`src/rtl/monster_wave_ctrl_pkg.sv`:
```
// monster_wave_ctrl_pkg: stage codes, FSM states and per-level kill targets shared with the monster datapath
package monster_wave_ctrl_pkg;
  localparam logic [3:0] STG_TITLE = 4'h0;
  localparam logic [3:0] STG_L1    = 4'h1;
  localparam logic [3:0] STG_L2    = 4'h2;
  localparam logic [3:0] STG_L3    = 4'h3;
  localparam logic [3:0] STG_BOSS  = 4'h4;
  localparam logic [3:0] STG_WIN   = 4'he;
  localparam logic [3:0] STG_LOSE  = 4'hf;

  typedef enum logic [2:0] {
    S_TITLE = 3'd0,
    S_INTRO = 3'd1,
    S_PLAY  = 3'd2,
    S_CLEAR = 3'd3,
    S_WIN   = 3'd4,
    S_LOSE  = 3'd5
  } state_e;

  function automatic logic [3:0] kill_target(input logic [3:0] lvl, input int num_slots);
    int k;
    k = (lvl == STG_L1) ? 2 : (lvl == STG_L2) ? 3 : (lvl == STG_L3) ? 4 : 1;
    return 4'(k < num_slots ? k : num_slots);
  endfunction
endpackage

```
`src/rtl/monster_wave_ctrl_if.sv`:
```
// monster_wave_ctrl_if: game-flow bus between input/collision logic, the sequencer and the monster array
interface monster_wave_ctrl_if #(parameter int NUM_SLOTS = 4);
  logic                 start;
  logic                 player_hit;
  logic [NUM_SLOTS-1:0] mon_dead;
  logic [3:0]           mon_stage;
  logic [3:0]           level;
  logic [NUM_SLOTS-1:0] slot_en;
  logic [2:0]           lives;
  logic [15:0]          score;
  logic [2:0]           game_state;
  modport master (
    input  start, player_hit, mon_dead,
    output mon_stage, level, slot_en, lives, score, game_state
  );
  modport slave (
    output start, player_hit, mon_dead,
    input  mon_stage, level, slot_en, lives, score, game_state
  );
endinterface

```
`src/rtl/monster_wave_ctrl_kill_detect.sv`:
```
// monster_wave_ctrl_kill_detect: rising edges of admitted slots' dead flags, popcounted per cycle
module monster_wave_ctrl_kill_detect #(
  parameter int NUM_SLOTS = 4
) (
  input  logic                 clk,
  input  logic                 rst,
  input  logic                 clr_i,
  input  logic [NUM_SLOTS-1:0] mon_dead_i,
  input  logic [NUM_SLOTS-1:0] slot_en_i,
  output logic [3:0]           kills_o
);
  logic [NUM_SLOTS-1:0] prev_q;
  logic [NUM_SLOTS-1:0] rise;

  always_ff @(posedge clk)
    prev_q <= (rst || clr_i) ? '0 : mon_dead_i;

  assign rise = mon_dead_i & ~prev_q & slot_en_i;

  always_comb begin
    kills_o = '0;
    for (int i = 0; i < NUM_SLOTS; i++)
      kills_o = kills_o + 4'(rise[i]);
  end
endmodule

```
`src/rtl/monster_wave_ctrl.sv`:
```
// monster_wave_ctrl: title -> levels 1..4 -> win/lose sequencer driving stage code, slot admission, lives and score
module monster_wave_ctrl
  import monster_wave_ctrl_pkg::*;
#(
  parameter int NUM_SLOTS    = 4,
  parameter int INTRO_CYCLES = 100,
  parameter int SPAWN_GAP    = 30,
  parameter int CLEAR_CYCLES = 60,
  parameter int LIVES        = 3
) (
  input logic                clk,
  input logic                rst,
  monster_wave_ctrl_if.master bus
);
  localparam int TW = 16;
  localparam logic [TW-1:0] T_INTRO = TW'(INTRO_CYCLES - 1);
  localparam logic [TW-1:0] T_SPAWN = TW'(SPAWN_GAP - 1);
  localparam logic [TW-1:0] T_CLEAR = TW'(CLEAR_CYCLES - 1);

  state_e               state_q;
  logic [3:0]           level_q;
  logic [3:0]           stage_q;
  logic [NUM_SLOTS-1:0] slot_q;
  logic [2:0]           lives_q;
  logic [15:0]          score_q;
  logic [TW-1:0]        timer_q;
  logic [3:0]           kills_q;
  logic [3:0]           kill_now;
  logic [3:0]           target;
  logic [4:0]           kills_d;
  logic [16:0]          score_sum;
  logic [15:0]          score_d;
  logic                 slot_open;
  logic                 stage_clr;

  assign stage_clr = (stage_q == STG_TITLE) || (stage_q == STG_WIN) || (stage_q == STG_LOSE);

  monster_wave_ctrl_kill_detect #(.NUM_SLOTS(NUM_SLOTS)) u_kill (
    .clk        (clk),
    .rst        (rst),
    .clr_i      (stage_clr),
    .mon_dead_i (bus.mon_dead),
    .slot_en_i  (slot_q),
    .kills_o    (kill_now)
  );

  always_comb begin
    target    = kill_target(level_q, NUM_SLOTS);
    kills_d   = {1'b0, kills_q} + {1'b0, kill_now};
    score_sum = {1'b0, score_q} + 17'(kill_now) * 17'(level_q) * 17'd10;
    score_d   = score_sum[16] ? 16'hFFFF : score_sum[15:0];
    slot_open = 1'b0;
    for (int i = 0; i < NUM_SLOTS; i++)
      if (i < int'(target) && !slot_q[i]) slot_open = 1'b1;
  end

  always_ff @(posedge clk) begin
    if (rst) begin
      state_q <= S_TITLE;
      level_q <= '0;
      stage_q <= STG_TITLE;
      slot_q  <= '0;
      lives_q <= 3'(LIVES);
      score_q <= '0;
      timer_q <= '0;
      kills_q <= '0;
    end else begin
      case (state_q)
        S_TITLE: if (bus.start) begin
          state_q <= S_INTRO;
          level_q <= 4'd1;
          lives_q <= 3'(LIVES);
          score_q <= '0;
          timer_q <= '0;
          kills_q <= '0;
        end
        S_INTRO: if (timer_q == T_INTRO) begin
          state_q <= S_PLAY;
          stage_q <= level_q;
          slot_q  <= NUM_SLOTS'(1);
          timer_q <= '0;
        end else timer_q <= timer_q + 1'b1;
        S_PLAY: begin
          score_q <= score_d;
          kills_q <= kills_d[3:0];
          if (bus.player_hit && lives_q != 3'd0) lives_q <= lives_q - 3'd1;
          // a fatal hit outranks a simultaneous level-clearing kill
          if (bus.player_hit && lives_q == 3'd1) begin
            state_q <= S_LOSE;
            stage_q <= STG_LOSE;
            slot_q  <= '0;
          end else if (kills_d >= {1'b0, target}) begin
            state_q <= S_CLEAR;
            timer_q <= '0;
          end else if (slot_open) begin
            if (timer_q == T_SPAWN) begin
              slot_q  <= NUM_SLOTS'({slot_q, 1'b1});
              timer_q <= '0;
            end else timer_q <= timer_q + 1'b1;
          end
        end
        S_CLEAR: if (timer_q == T_CLEAR) begin
          timer_q <= '0;
          slot_q  <= '0;
          if (level_q == STG_BOSS) begin
            state_q <= S_WIN;
            stage_q <= STG_WIN;
          end else begin
            state_q <= S_INTRO;
            stage_q <= STG_TITLE;
            level_q <= level_q + 4'd1;
            kills_q <= '0;
          end
        end else timer_q <= timer_q + 1'b1;
        default: if (bus.start) begin
          state_q <= S_TITLE;
          stage_q <= STG_TITLE;
          level_q <= '0;
          slot_q  <= '0;
        end
      endcase
    end
  end

  assign bus.mon_stage  = stage_q;
  assign bus.level      = level_q;
  assign bus.slot_en    = slot_q;
  assign bus.lives      = lives_q;
  assign bus.score      = score_q;
  assign bus.game_state = state_q;
endmodule

```
`src/flat_wrapper.sv`:
```
// flat-port wrapper written by rule: the top's interface ports become plain ports
module monster_wave_ctrl_flat import monster_wave_ctrl_pkg::*;
#(
  parameter int NUM_SLOTS    = 4,
  parameter int INTRO_CYCLES = 100,
  parameter int SPAWN_GAP    = 30,
  parameter int CLEAR_CYCLES = 60,
  parameter int LIVES        = 3
)
  (clk, rst, bus_start, bus_player_hit, bus_mon_dead, bus_mon_stage, bus_level, bus_slot_en, bus_lives, bus_score, bus_game_state);
  monster_wave_ctrl_if #(.NUM_SLOTS(NUM_SLOTS)) bus_i ();
  input logic clk;
  input logic rst;
  input wire logic [$bits(bus_i.start)-1:0] bus_start;
  input wire logic [$bits(bus_i.player_hit)-1:0] bus_player_hit;
  input wire logic [$bits(bus_i.mon_dead)-1:0] bus_mon_dead;
  output wire logic [$bits(bus_i.mon_stage)-1:0] bus_mon_stage;
  output wire logic [$bits(bus_i.level)-1:0] bus_level;
  output wire logic [$bits(bus_i.slot_en)-1:0] bus_slot_en;
  output wire logic [$bits(bus_i.lives)-1:0] bus_lives;
  output wire logic [$bits(bus_i.score)-1:0] bus_score;
  output wire logic [$bits(bus_i.game_state)-1:0] bus_game_state;
  assign bus_i.start = bus_start;
  assign bus_i.player_hit = bus_player_hit;
  assign bus_i.mon_dead = bus_mon_dead;
  assign bus_mon_stage = bus_i.mon_stage;
  assign bus_level = bus_i.level;
  assign bus_slot_en = bus_i.slot_en;
  assign bus_lives = bus_i.lives;
  assign bus_score = bus_i.score;
  assign bus_game_state = bus_i.game_state;
  monster_wave_ctrl #(.NUM_SLOTS(NUM_SLOTS), .INTRO_CYCLES(INTRO_CYCLES), .SPAWN_GAP(SPAWN_GAP), .CLEAR_CYCLES(CLEAR_CYCLES), .LIVES(LIVES)) u_core (.clk(clk), .rst(rst), .bus(bus_i));
endmodule
```
`config.mk`:
```
export PLATFORM = sky130hd
export DESIGN_NAME = monster_wave_ctrl_flat
export DESIGN_NICKNAME = d
export VERILOG_FILES = /design/src/rtl/monster_wave_ctrl_pkg.sv /design/src/rtl/monster_wave_ctrl_if.sv /design/src/rtl/monster_wave_ctrl_kill_detect.sv /design/src/rtl/monster_wave_ctrl.sv /design/src/flat_wrapper.sv
export SDC_FILE = /design/constraint.sdc
export NUM_CORES = 1
export LEC_CHECK = 0
export ABC_AREA = 1
export BUFFER_PORTS_ARGS = -buffer_cell sky130_fd_sc_hd__buf_2
export CAP_MARGIN = 20
export CORE_ASPECT_RATIO = 0.7
export CORE_UTILIZATION = 45
export DETAILED_ROUTE_END_ITERATION = 7
export PLACE_DENSITY = 0.61
export SLEW_MARGIN = 5
export SYNTH_ARGS = -nofsm -noshare
export SYNTH_HDL_FRONTEND = slang
export SYNTH_SLANG_ARGS = --single-unit
```
`constraint.sdc`:
```
create_clock -name clk -period 8.9 [get_ports clk]
set_clock_uncertainty 0.05 [all_clocks]
set_input_delay 1.335 -clock clk [delete_from_list [all_inputs] [get_ports clk]]
set_output_delay 1.335 -clock clk [all_outputs]
set_load 0.01 [all_outputs]
```
* Word level (Yosys, flattened, before mapping)
Index checks and enable logic that the tools add are counted.
W data, S select, Z words.
** Cells by class
- Muxes and demuxes :: 49
- Magnitude comparators :: 6
- Bitwise logic cells :: 5
- Add/subtract/negate cells :: 8
- Multipliers :: 2
- Reductions and logical operators :: 30
- Equal/unequal tests :: 25
** Operator list (number)
- $mux W16 :: 8
- $mux W4 :: 17
- $mux W32 :: 2
- $pmux W16 S4 :: 1
- $lt A32 B4 Y1 const B :: 1
- $pmux W16 S2 :: 1
- $pmux W4 S4 :: 2
- $mux W3 :: 10
- $pmux W4 S3 :: 2
- $add A16 B12 Y17 :: 1
- $add A16 B1 Y16 const B :: 1
- $eq A16 B5 Y1 const B :: 1
- $eq A16 B6 Y1 const B :: 1
- $eq A16 B7 Y1 const B :: 1
- $reduce_and A5 Y1 :: 3
- $ne A3 B1 Y1 const B :: 4
- $pmux W3 S4 :: 1
- $mul A8 B3 Y11 const B :: 1
- $and A4 B4 Y4 :: 2
- $eq A4 B2 Y1 const B :: 2
- $eq A4 B4 Y1 const B :: 2
- $lt A1 B4 Y1 const A :: 2
- $lt A2 B4 Y1 const A :: 2
- $mul A4 B4 Y8 :: 1
- other kinds (31) :: 56
** Word-level totals
- Output and inout port bits :: 34
- Word-level logic and storage cells :: 134
- Register bits :: 58

* Depth between registers and ports, before layout
- Depth in word-level cells :: 16
- Gate-level depth with buffers :: 34

* Modules after synthesis
From an unflattened synthesis, not the netlist that was laid out.
** Second synthesis, totals
- Cells, all modules :: 798
- Area total of the unflattened synthesis :: 5126.2 um2
** Modules (own cells, without submodules)
- monster_wave_ctrl :: area each 4908.5 um2, instances 1, sequential area each 1081.0 um2, cells an instance 768
- monster_wave_ctrl_kill_detect :: area each 217.7 um2, instances 1, sequential area each 80.1 um2, cells an instance 30

* Worst setup path before layout
OpenSTA, ideal clock, no wires.
- Kind :: input to register
- From :: input bus_mon_dead[3]
- To :: register u_core.score_q[4] (netlist: u_core.bus.score[4])
- Path slack :: 1.992 ns
- Path buffers :: 0
- Arrival :: 6.726 ns
- Stages :: 31
- Cell sequence :: inv_1 nor3_1 fa_1 ha_1 ha_1 nand2_1 inv_1 fa_1 ha_1 ha_1 nand2_1 nor2_1 a211oi_1 xor2_1 inv_1 ha_1 ha_1 nand2_1 nor2_1 a211oi_1 o21ai_0 a21oi_1 nor2_1 ha_1 a21oi_1 o21a_1 nand2_1 nand2_2 inv_1 o21ai_0 a21oi_1
** Between the ends
- Longest elaborated chain between the ends :: 8
** Ends and longest elaborated chain
- start: declaration :: line flat_wrapper.sv:16 : input wire logic [$bits(bus_i.mon_dead)-1:0] bus_mon_dead;
- $and A4 B4 Y4 (2 in series) :: line monster_wave_ctrl_kill_detect.sv:18 : assign rise = mon_dead_i & ~prev_q & slot_en_i;
- $add A3 B1 Y4 :: line monster_wave_ctrl_kill_detect.sv:23 : kills_o = kills_o + 4'(rise[i]);
- $mul A4 B4 Y8 :: line monster_wave_ctrl.sv:50 : score_sum = {1'b0, score_q} + 17'(kill_now) * 17'(level_q) * 17'd10;
- $mul A8 B3 Y11 :: line monster_wave_ctrl.sv:50
- $add A16 B12 Y17 :: line monster_wave_ctrl.sv:50
- $mux W16 :: line monster_wave_ctrl.sv:51 : score_d = score_sum[16] ? 16'hFFFF : score_sum[15:0];
- $pmux W16 S2 :: line monster_wave_ctrl.sv:68 : case (state_q)
- end signal: assignment :: line monster_wave_ctrl.sv:84 : score_q <= score_d;
- end: declaration :: line monster_wave_ctrl.sv:25 : logic [15:0] score_q;
Every way passes these cells.
A chain may end at the register's enable or synchronous reset.

* Worst setup path in the final report
- From :: input bus_mon_dead[3]
- To :: register u_core.score_q[6] (netlist: u_core.bus.score[6])
The elaborated chain is that of the path after synthesis.

==> metrics.log <==
[metrics] library cell contributing the largest single delay on the critical path: fa_1
[metrics] clock slew seen by the registers of the worst setup and hold paths: about 60 ps
[metrics] max-cap violation count: 0
[metrics] unrepaired setup endpoints after global routing: false
[metrics] Routed Wire Length: about 13000 microns
[metrics] # port buffers: between 40 and 50
[metrics] H-tree level count: 3
[metrics] fmax: roughly 130 MHz
[metrics] Post-CTS Setup Bufs: 0
[metrics] clock net sink count: 58
[metrics] worst reg-to-reg path cell count: 30
[metrics] fraction of synthesized cell area taken by the top area cell type: 22.9%
[metrics] clock group share of total power: ~33%
[metrics] result of the run: completed
[metrics] cell with the most instances on the worst path: ha_1
[metrics] launch point of the worst path: bus_mon_dead[3]
[metrics] Synth Instances: 800
[metrics] maximum cell stage delay along the critical path: approximately 470 ps
[metrics] setup TNS after final layout: 0 ps
[metrics] per-cell via count in the routed design: ~5.2
[metrics] Total Routing Usage GR: 24.2%
[metrics] routed length per instance: ~14 microns
[metrics] Clk Latency, worst-skew pair: roughly 330 ps
[metrics] floorplan row count: 31
[metrics] Final Hold Violating Endpoints: 0
[metrics] net switching power: ~0.5 mW
[metrics] Avg Cell Area, Syn: approximately 6.3 sq um
[metrics] part of the total power dissipated in combinational logic: 40.0%
[metrics] endpoint of the worst setup timing path: u_core.bus.score[6]
[metrics] Setup-failing EPs final: 0
[metrics] Crit Path Max Fanout: 9
[metrics] Most used DFF post-synth: dfxtp_1
[metrics] Peak VDD IR: 0.115 mV
[metrics] Fillers: ~1100
[metrics] number of top-level design ports: between 40 and 50
[metrics] relative slew slack: 48.2%
[metrics] Reg2Reg Capture Point: u_core.bus.score[6]
[metrics] Hold Slack: between 400 and 500 ps
[metrics] starting density of the core: a little under half
[metrics] Antenna Violating Nets Remaining: 0
[metrics] clock root cell: clkbuf_16
[metrics] initial antenna violation count: 0
[metrics] PostCTS Resize Cnt: 0
[metrics] core occupancy in the finished layout: ~54%
[metrics] total core area: about 11000 sq um
[metrics] Lkg Pwr: between 2 and 3 nW
[metrics] total congestion overflow after global routing: 0
[metrics] vertical die dimension: a little over 90 microns
[metrics] portion of total power attributed to sequential cells: 27.2%
[metrics] TritonCTS clock tree: done
[metrics] cell area after technology mapping: ~5100 sq um
[metrics] final routed DRC violation total: 0
[metrics] crit path time final: between 7000 and 8000 ps
[metrics] Final Worst Setup Slack: between 1000 and 1500 ps
[metrics] Synthesis Warnings: 0
[metrics] Max Slew Vio Count: 0
[metrics] post-place setup slack: ~1100 ps
[metrics] share of layout cells above drive strength 1: 11.2%
[metrics] number of hold buffers added after CTS: 0
[metrics] r2r startpoint: u_core.bus.slot_en[3]
[metrics] wire length of the first global-routing pass: 22400 microns
[metrics] net switching share of the total power: between 40 and 50%
[metrics] detailed router's first-iteration violation count: 460
[metrics] CTS Buffer Depth: 2
[metrics] net count of the finished layout: about 900
[metrics] Unique masters post-synth: 39
[metrics] pin count of the biggest net entering global routing: 37
[metrics] kind of start point of the critical path: input port
[metrics] critical path class: in2reg
[metrics] internal power contribution: 0.703 mW
[metrics] Min-Delay Path Depth: 2
[metrics] post-route fraction of the period consumed by the critical path: 84.8%
[metrics] Die Outline Area: between 10000 and 15000 sq um
[metrics] post-DP HPWL: approximately 10000 microns
[metrics] cell taking the most area after synthesis: dfxtp_1
[metrics] number of enable-type register cells in the synthesized netlist: 0
[metrics] share of synthesized area occupied by flip-flops and latches: a little under a quarter
[metrics] clock buffer count from CTS: 9
[metrics] vias in the first global route: about 4700
[metrics] total vias in the final route: 5140
[metrics] placer congestion estimate: 0.865
[metrics] most area-consuming cells after synthesis: dfxtp_1 (23%), nand2_1 (17%), ha_1 (13%), inv_1 (8.6%), nand3_1 (8.0%)
[metrics] Syn Nets: 865
[metrics] areal power density over the cells: about 210 nW/um^2
[metrics] TritonRoute pass-1 iters: 7
[metrics] arrival time at the worst endpoint: about 7700 ps
[metrics] transition time at the pin with the least slew margin: approximately 780 ps
[metrics] fraction of synthesis flops using an asynchronous set or reset pin: 0%
[metrics] kind of capture point of the worst setup path: register
[metrics] type of the most critical hold path: reg2reg
[metrics] number of diodes: 0
[metrics] required time of the worst setup path: between 9000 and 10000 ps
[metrics] die outline width: about 130 microns
[metrics] layout overhead on the synthesized area: 12.8%
[metrics] worst-case register-to-register setup slack: roughly 2000 ps
[metrics] number of register bits inferred by synthesis: 58
-- critical path: cells and delay by family --
kind | cells | cell delay, ps
AO/OA/AOI/OAI | 8 | 1810
adder cells (fa/ha/maj) | 9 | 3090
buffers and inverters | 5 | 480
AND/OR/NAND/NOR | 9 | 950
-- Yosys cell counts, types with 2 or more instances --
| cell | instances |
|---|---|
| nand2_4 | 3 |
| nor2_1 | 61 |
| xor2_1 | 7 |
| fa_1 | 6 |
| nand3_2 | 3 |
| ha_1 | 51 |
| xnor2_1 | 9 |
| nand2_2 | 9 |
| nand3b_1 | 2 |
| clkbuf_1 | 7 |
| nand3_1 | 81 |
| o21a_1 | 2 |
| a211oi_1 | 3 |
| inv_1 | 116 |
| nor3b_1 | 2 |
| buf_4 | 3 |
| dfxtp_1 | 58 |
| inv_2 | 6 |
| a21oi_1 | 65 |
| o21ai_1 | 6 |
| nand2_1 | 225 |
| nor2_4 | 5 |
| nor2_2 | 6 |
| nand4_1 | 10 |
| o21ai_0 | 24 |
| nor4_1 | 3 |
| nor3_1 | 11 |
| buf_2 | 5 |
-- cell type report --
type	instances	area, sq um	share of cell area (%)
Clock inverter	4	72.6	1.27
Timing Repair Buffer	42	213	3.73
Clock buffer	12	267	4.67
Multi-Input combinational cell	603	3350	58.7
Sequential cell	58	1160	20.3
Inverter	122	458	8.02
Tap cell	148	185	3.24
-- sequential cells by signal, summed over array words and instances, names as in the netlist --
register and flops:
u_core.bus.game_state 3, u_core.bus.mon_stage 4, u_core.kills_q 4, u_core.timer_q 16
u_core.bus.level 4, u_core.bus.lives 3, u_core.bus.score 16, u_core.bus.slot_en 4
u_core.u_kill.prev_q 4
-- cell families after synthesis --
kind of cell | synth area share (%)
buf+inv | 10.8
compound gates | 10.5
fa+ha+maj | 15.0
simple gates | 38.0
flops | 22.9
xor+xnor | 2.77
-- through the flow --
step / instances / power, mW / instance area [sq um]
floorplan: 800 / 0.700 / 5060
global placement: 972 / 0.794 / 5360
detailed placement: 972 / 0.801 / 5360
CTS: 988 / 1.20 / 5700
global route: 989 / 1.28 / 5710
finish: 989 / 1.20 / 5710
-- routing by layer --
metal,vias up,routed length [microns],global-route usage (%)
li1,2636,-,-
met1,2327,6990,35.0
met2,163,5410,35.3
met3,14,889,5.81
met4,0,160,6.18
met5,-,0,0
-- placed cells by master (no fill, tap or decap), drive strengths merged --
cell      synthesis  final
and2              2      2
or2               2      2
buf              10     42
clkinv            0      1
a21oi            65     65
clkbuf            7     12
dfxtp            58     58
and3              1      1
ha               51     51
a311o             1      1
xnor2             9      9
nand4            10     10
inv             122    122
a21o              1      1
nor4              3      3
clkinvlp          0      1
nand2           237    237
nand3            84     84
nor2             73     73
nor3b             2      2
fa                6      6
o21ai            30     30
nand3b            2      2
nor3             12     12
o21a              2      2
bufinv            0      2
a211oi            3      3
xor2              7      7
-- power groups by stage --
stage               Clock, mW  Combinational (mW)  Sequential, mW
detailed placement          0               0.470           0.331
global route            0.414               0.540           0.329
floorplan                   0               0.369           0.332
CTS                     0.400               0.472           0.326
finish                  0.395               0.480           0.326
global placement            0               0.464           0.330
-- how the worst min path moves through the flow --
stage | from | to | slack [ps]
floorplan | u_core.kills_q[2] | u_core.kills_q[2] | 390
global placement | u_core.bus.score[0] | u_core.bus.score[0] | 390
detailed placement | u_core.bus.score[0] | u_core.bus.score[0] | 400
CTS | u_core.bus.score[0] | u_core.bus.score[0] | 420
global route | u_core.kills_q[0] | u_core.kills_q[0] | 450
finish | u_core.bus.score[0] | u_core.bus.score[0] | 420
Power figures use the tool's default switching activity.
